[config.mk]
export PLATFORM = sky130hd
export DESIGN_NAME = calc_1
export DESIGN_NICKNAME = d
export VERILOG_FILES = /design/src/rtl/calc_pkg.sv /design/src/rtl/calc_if.sv /design/src/rtl/calc_port_engine.sv /design/src/rtl/calc_1.sv
export SDC_FILE = /design/constraint.sdc
export NUM_CORES = 2
export LEC_CHECK = 0
export ABC_AREA = 1
export CORE_ASPECT_RATIO = 1.2
export CORE_MARGIN = 2
export CORE_UTILIZATION = 35
export DETAILED_ROUTE_END_ITERATION = 10
export MAX_ROUTING_LAYER = met4
export SLEW_MARGIN = 10
export SYNTH_ARGS = -nofsm -noshare
export SYNTH_HDL_FRONTEND = slang
export SYNTH_HIERARCHICAL = 1
export SYNTH_SLANG_ARGS = --single-unit
[constraint.sdc]
create_clock -name c_clk -period 3.1 [get_ports c_clk]
set_clock_uncertainty 0.05 [all_clocks]
set_input_delay 0.62 -clock c_clk [delete_from_list [all_inputs] [get_ports c_clk]]
set_output_delay 0.62 -clock c_clk [all_outputs]
set_load 0.02 [all_outputs]
[src/rtl/calc_pkg.sv]
// Shared definitions for the four-port calculator: widths, command/response
// codes, engine state type and the unsigned ALU used by every port engine.
package calc_pkg;

  localparam int DW    = 32;
  localparam int NPORT = 4;
  localparam int CW    = 4;
  localparam int RW    = 2;
  localparam int SHW   = $clog2(DW);

  localparam logic [CW-1:0] CMD_NOP = 4'd0;
  localparam logic [CW-1:0] CMD_ADD = 4'd1;
  localparam logic [CW-1:0] CMD_SUB = 4'd2;
  localparam logic [CW-1:0] CMD_SHL = 4'd5;
  localparam logic [CW-1:0] CMD_SHR = 4'd6;

  localparam logic [RW-1:0] RSP_NONE = 2'd0;
  localparam logic [RW-1:0] RSP_OK   = 2'd1;
  localparam logic [RW-1:0] RSP_ERR  = 2'd2;

  typedef enum logic {
    IDLE  = 1'b0,
    OPND2 = 1'b1
  } state_t;

  typedef struct packed {
    logic [RW-1:0] resp;
    logic [DW-1:0] data;
  } calc_rsp_t;

  // Any failing or unknown operation reports RSP_ERR with a zero result.
  function automatic calc_rsp_t calc_alu(input logic [CW-1:0] cmd,
                                         input logic [DW-1:0] op1,
                                         input logic [DW-1:0] op2);
    calc_rsp_t   r;
    logic [DW:0] sum;
    r.resp = RSP_ERR;
    r.data = '0;
    sum    = {1'b0, op1} + {1'b0, op2};
    case (cmd)
      CMD_ADD: begin
        if (!sum[DW]) begin
          r.resp = RSP_OK;
          r.data = sum[DW-1:0];
        end
      end
      CMD_SUB: begin
        if (op2 <= op1) begin
          r.resp = RSP_OK;
          r.data = op1 - op2;
        end
      end
      CMD_SHL: begin
        r.resp = RSP_OK;
        r.data = op1 << op2[SHW-1:0];
      end
      CMD_SHR: begin
        r.resp = RSP_OK;
        r.data = op1 >> op2[SHW-1:0];
      end
      default: begin
        r.resp = RSP_ERR;
        r.data = '0;
      end
    endcase
    return r;
  endfunction

endpackage

[src/rtl/calc_if.sv]
// One requester port of the calculator: command/operand in, response/result out.
interface calc_if;
  import calc_pkg::*;

  logic [CW-1:0] cmd;
  logic [DW-1:0] data;
  logic [RW-1:0] resp;
  logic [DW-1:0] result;

  modport master (output cmd, output data, input resp, input result);
  modport slave  (input cmd, input data, output resp, output result);
endinterface

[src/rtl/calc_port_engine.sv]
// Per-port engine: two-state operand collector, ALU and registered one-cycle
// response. Outputs come only from flops, so they never depend on live inputs.
module calc_port_engine
  import calc_pkg::*;
(
  input  logic   clk,
  input  logic   rst_n,
  calc_if.slave  port
);

  state_t        state_q, state_d;
  logic [CW-1:0] cmd_q,   cmd_d;
  logic [DW-1:0] op1_q,   op1_d;
  logic [RW-1:0] resp_q,  resp_d;
  logic [DW-1:0] data_q,  data_d;
  calc_rsp_t     alu_res;

  assign alu_res = calc_alu(cmd_q, op1_q, port.data);

  // NOTE: every signal gets a default before the case so no path leaves it
  // unassigned; that is what keeps this block from inferring latches.
  always_comb begin
    state_d = state_q;
    cmd_d   = cmd_q;
    op1_d   = op1_q;
    resp_d  = RSP_NONE;
    data_d  = '0;
    case (state_q)
      IDLE: begin
        if (port.cmd != CMD_NOP) begin
          cmd_d   = port.cmd;
          op1_d   = port.data;
          state_d = OPND2;
        end
      end
      OPND2: begin
        // Command lane is ignored here; the captured command owns this cycle.
        resp_d  = alu_res.resp;
        data_d  = alu_res.data;
        state_d = IDLE;
      end
      default: state_d = IDLE;
    endcase
  end

  // NOTE: non-blocking assignments in sequential logic so every flop samples
  // pre-edge values regardless of statement order.
  always_ff @(posedge clk or negedge rst_n) begin
    if (!rst_n) begin
      state_q <= IDLE;
      cmd_q   <= CMD_NOP;
      op1_q   <= '0;
      resp_q  <= RSP_NONE;
      data_q  <= '0;
    end else begin
      state_q <= state_d;
      cmd_q   <= cmd_d;
      op1_q   <= op1_d;
      resp_q  <= resp_d;
      data_q  <= data_d;
    end
  end

  assign port.resp   = resp_q;
  assign port.result = data_q;

endmodule

[src/rtl/calc_1.sv]
// Four-port 32-bit calculator: four independent engines, one per requester.
// Big-endian [0:N-1] port vectors map MSB-to-MSB onto the internal [N-1:0] form.
module calc_1
  import calc_pkg::*;
(
  input  logic          c_clk,
  input  logic          reset,
  input  logic [0:CW-1] req1_cmd_in,
  input  logic [0:DW-1] req1_data_in,
  input  logic [0:CW-1] req2_cmd_in,
  input  logic [0:DW-1] req2_data_in,
  input  logic [0:CW-1] req3_cmd_in,
  input  logic [0:DW-1] req3_data_in,
  input  logic [0:CW-1] req4_cmd_in,
  input  logic [0:DW-1] req4_data_in,
  output logic [0:RW-1] out_resp1,
  output logic [0:RW-1] out_resp2,
  output logic [0:RW-1] out_resp3,
  output logic [0:RW-1] out_resp4,
  output logic [0:DW-1] out_data1,
  output logic [0:DW-1] out_data2,
  output logic [0:DW-1] out_data3,
  output logic [0:DW-1] out_data4
);

  calc_if port_if [NPORT] ();

  assign port_if[0].cmd  = req1_cmd_in;
  assign port_if[0].data = req1_data_in;
  assign port_if[1].cmd  = req2_cmd_in;
  assign port_if[1].data = req2_data_in;
  assign port_if[2].cmd  = req3_cmd_in;
  assign port_if[2].data = req3_data_in;
  assign port_if[3].cmd  = req4_cmd_in;
  assign port_if[3].data = req4_data_in;

  assign out_resp1 = port_if[0].resp;
  assign out_data1 = port_if[0].result;
  assign out_resp2 = port_if[1].resp;
  assign out_data2 = port_if[1].result;
  assign out_resp3 = port_if[2].resp;
  assign out_data3 = port_if[2].result;
  assign out_resp4 = port_if[3].resp;
  assign out_data4 = port_if[3].result;

  for (genvar g = 0; g < NPORT; g++) begin : g_eng
    calc_port_engine u_eng (
      .clk   (c_clk),
      .rst_n (reset),
      .port  (port_if[g])
    );
  end

endmodule

==> out/results.ini <==
[finish]
final_cell_mix = 3156 x nand2_1, 1282 x inv_1, 1264 x buf_4
final_common_cell = nand2_1
area_growth_pct = 32.96
final_layout_size_suffix_gt1_frac = 0.1592
layout.nets = 10300
fill_cells = 14160

[run_status]
status = completed

[route]
drtPass1Iterations = 8
drtIter0Drc = 4975
ant_nets = 0
vias = 58410
post_drt_wl_per_cell_um = 19.17
via_per_inst = 5.037
drc_errors = 0
drt-total-wl_um = 222400

[yosys]
synth_top_area_frac = 0.2617
ys_warn_count = 6
postSynthCellCount = 8628
syn_area_per_cell_um2 = 5.254
syn_nets = 9042
synth_area_leaders = nand2_1 26%, dfrtp_1 16%, nand3_1 12%, inv_1 11%, nor2_1 7.8%
ys_ff_latch = 284
ys_seq_area_frac = 0.1568
synth_cell_type_count = 43
synth_top_area_cell = nand2_1
synth_area_mm2 = 0.04533

[sta]
finalCriticalPeriod_ps = 2953
finalSetupTns_ps = 0
slew-limit-headroom = 0.3928
grt_setup_unrepaired = no
timing.hold.ws_ps = 437.2
final_hold_viol_count = 0
max_freq_mhz = 338.7
tightest_slew_ps = 910.8
fin_crit_sh = 0.9525
report.final.setup_viol = 0
slew_viol_final = 0

[pwr]
max-vdd-ir-drop_mv = 0.5345
leakagePower_uw = 0.03506
p_per_area_mw_per_mm2 = 603.9

[place]
hpwlAfterDp_um = 182200
numPortBuffers = 281
place.gp.congestion = 1.017

[clocking]
cts_made_buffers = 42
clk_latency_ps = 650
cts_root_buffer = clkbuf_16
clock_path_buffers = 3
cts_tree = yes
htree_levels = 2
path_clk_slew_ps = 60
clock-sinks = 284
cts_setup_buffers = 0

[floorplan]
num_rows = 144
start_util = 0.3529
core_mm2 = 0.1285
die_area_mm2 = 0.1324
fp.dieH_um = 398.2
die_x_um = 332.5
ioPinCount = 282

[global_routing]
grt_start_max_net_pins = 77
overflow = 0
track_usage = 0.3362
grt_pass1_vias = 56120
grt_pass1_wl_um = 332700
antenna_found_initial = 3

[setup_path]
cp-start-kind = primary input
cp_data_required_time_ps = 3610
crit_type = primary input to flip-flop
arrival_ps = 3460
worstSetupEndpointType = flip-flop
crit_fanout = 15

[worst_hold_path]
hp-class = primary input to flip-flop

[run]
maxCapViolations = 0

==> worst max-delay path, stage by stage <==
cell	delay, ps
clkdlybuf4s50_1	590
inv_1	90
ha_1	390
inv_1	80
nand2_1	60
nand2_1	70
inv_1	80
nand2_1	90
a21oi_2	120
nand2_2	120
nand2_2	100
nand2_2	130
nor2_4	510
nand3_1	160
nand3_1	130
nand2_1	50
inv_1	70
==> per-layer routing <==
metal / part of all wire / routed length, um / vias to the layer above / GRT usage
li1: - / - / 29310 / -
met1: 0.42 / 92910 / 26740 / 0.4042
met2: 0.47 / 104500 / 1925 / 0.5633
met3: 0.053 / 11850 / 443 / 0.02960
met4: 0.059 / 13070 / 0 / 0.1686
met5: 0 / 0 / - / -
==> where the power goes <==
| group | switching (uW) | internal (uW) | leakage (uW) | total (uW) |
|---|---|---|---|---|
| Sequential | 1250 | 4450 | 0.00367 | 5690 |
| Clock | 2240 | 3530 | 0.000767 | 5770 |
| Combinational | 14900 | 10000 | 0.0306 | 24900 |
| Total | 18400 | 18000 | 0.0351 | 36400 |
==> cell families (layout without fill, tap and decap cells) <==
family | Yosys count | in the layout | share of synthesized area
AND/OR/NAND/NOR | 5511 | 5513 | 0.5051
flip-flops | 284 | 284 | 0.1568
multiplexers | 11 | 11 | 0.002429
buffers and inverters | 1710 | 2997 | 0.1511
AO/OA/AOI/OAI | 760 | 760 | 0.09312
adder cells (fa/ha/maj) | 268 | 268 | 0.07529
other | 0 | 2 | 0
XOR/XNOR | 84 | 84 | 0.01623
==> timing repair <==
item                                   CTS  global route
endpoints found under the hold margin   42             0
hold buffers                             1             0
gates resized for setup                  0            11
setup endpoints to repair                0            57
==> final timing paths <==
| kind | startpoint | to | slack, ps | depth (start not counted) |
|---|---|---|---|---|
| worst min register to register | g_eng[3].u_eng/cmd_q[0] | g_eng[3].u_eng/cmd_q[0] | 440 | 2 |
| worst max register to register | g_eng[3].u_eng/op1_q[18] | g_eng[3].u_eng/port.result[17] | 230 | 14 |
| worst max-delay path | req2_data_in[16] | g_eng[1].u_eng/port.result[18] | 150 | 17 |
| min in group asynchronous | reset | g_eng[2].u_eng/op1_q[2] | 470 | 2 |
| max in group asynchronous | reset | g_eng[0].u_eng/op1_q[31] | 1680 | 3 |
| worst min-delay path | req3_data_in[11] | g_eng[2].u_eng/op1_q[20] | 440 | 3 |
==> cell usage after synthesis (all sizes together) <==
master / number
nand2: 3204
inv: 1335
nand3: 1126
nor2: 968
a21oi: 356
dfrtp: 284
o21ai: 271
buf: 261
ha: 260
clkbuf: 110
nand4: 95
xor2: 77
o211ai: 62
nor3: 59
a21boi: 25
and2: 25
o21bai: 24
o21a: 14
or2: 13
nand3b: 12
mux2i: 11
fa: 8
xnor2: 7
and3: 6
a21o: 4
a31oi: 4
clkinv: 4
nor3b: 3
==> sequential cells by signal (all words and copies together), names as in the netlist <==
signal and flops:
g_eng.u_eng/op1_q 128, g_eng.u_eng/cmd_q 16, g_eng.u_eng/state_q 4, g_eng.u_eng/port.resp 8
g_eng.u_eng/port.result 128
==> area by class of cell <==
type                    instances  area (um^2)  share of cell area
inverters                    1339         5029             0.08343
repair buffers               1582        12970              0.2152
multi-input cells            6636        31470              0.5221
well taps                    1679         2101             0.03485
diodes                          2        5.005          0.00008303
flip-flops and latches        284         7107              0.1179
clock inverters                20        365.4            0.006061
clock buffers                  56         1225             0.02032
==> per-stage QoR <==
stage          total power, uW  instances  setup WS [ps]  utilization  instance area, um^2
2_1_floorplan            18200       8628          54.31            -                45330
3_3_place_gp             30210      11520         -626.7       0.4562                58610
3_5_place_dp             30240      11520         -612.2       0.4562                58610
4_1_cts                  36230      11590          29.04       0.4687                60210
5_1_grt                  39110      11600          21.86       0.4692                60270
6_report                 36400      11600          147.3       0.4692                60270
(Power assumes the default switching activity.)
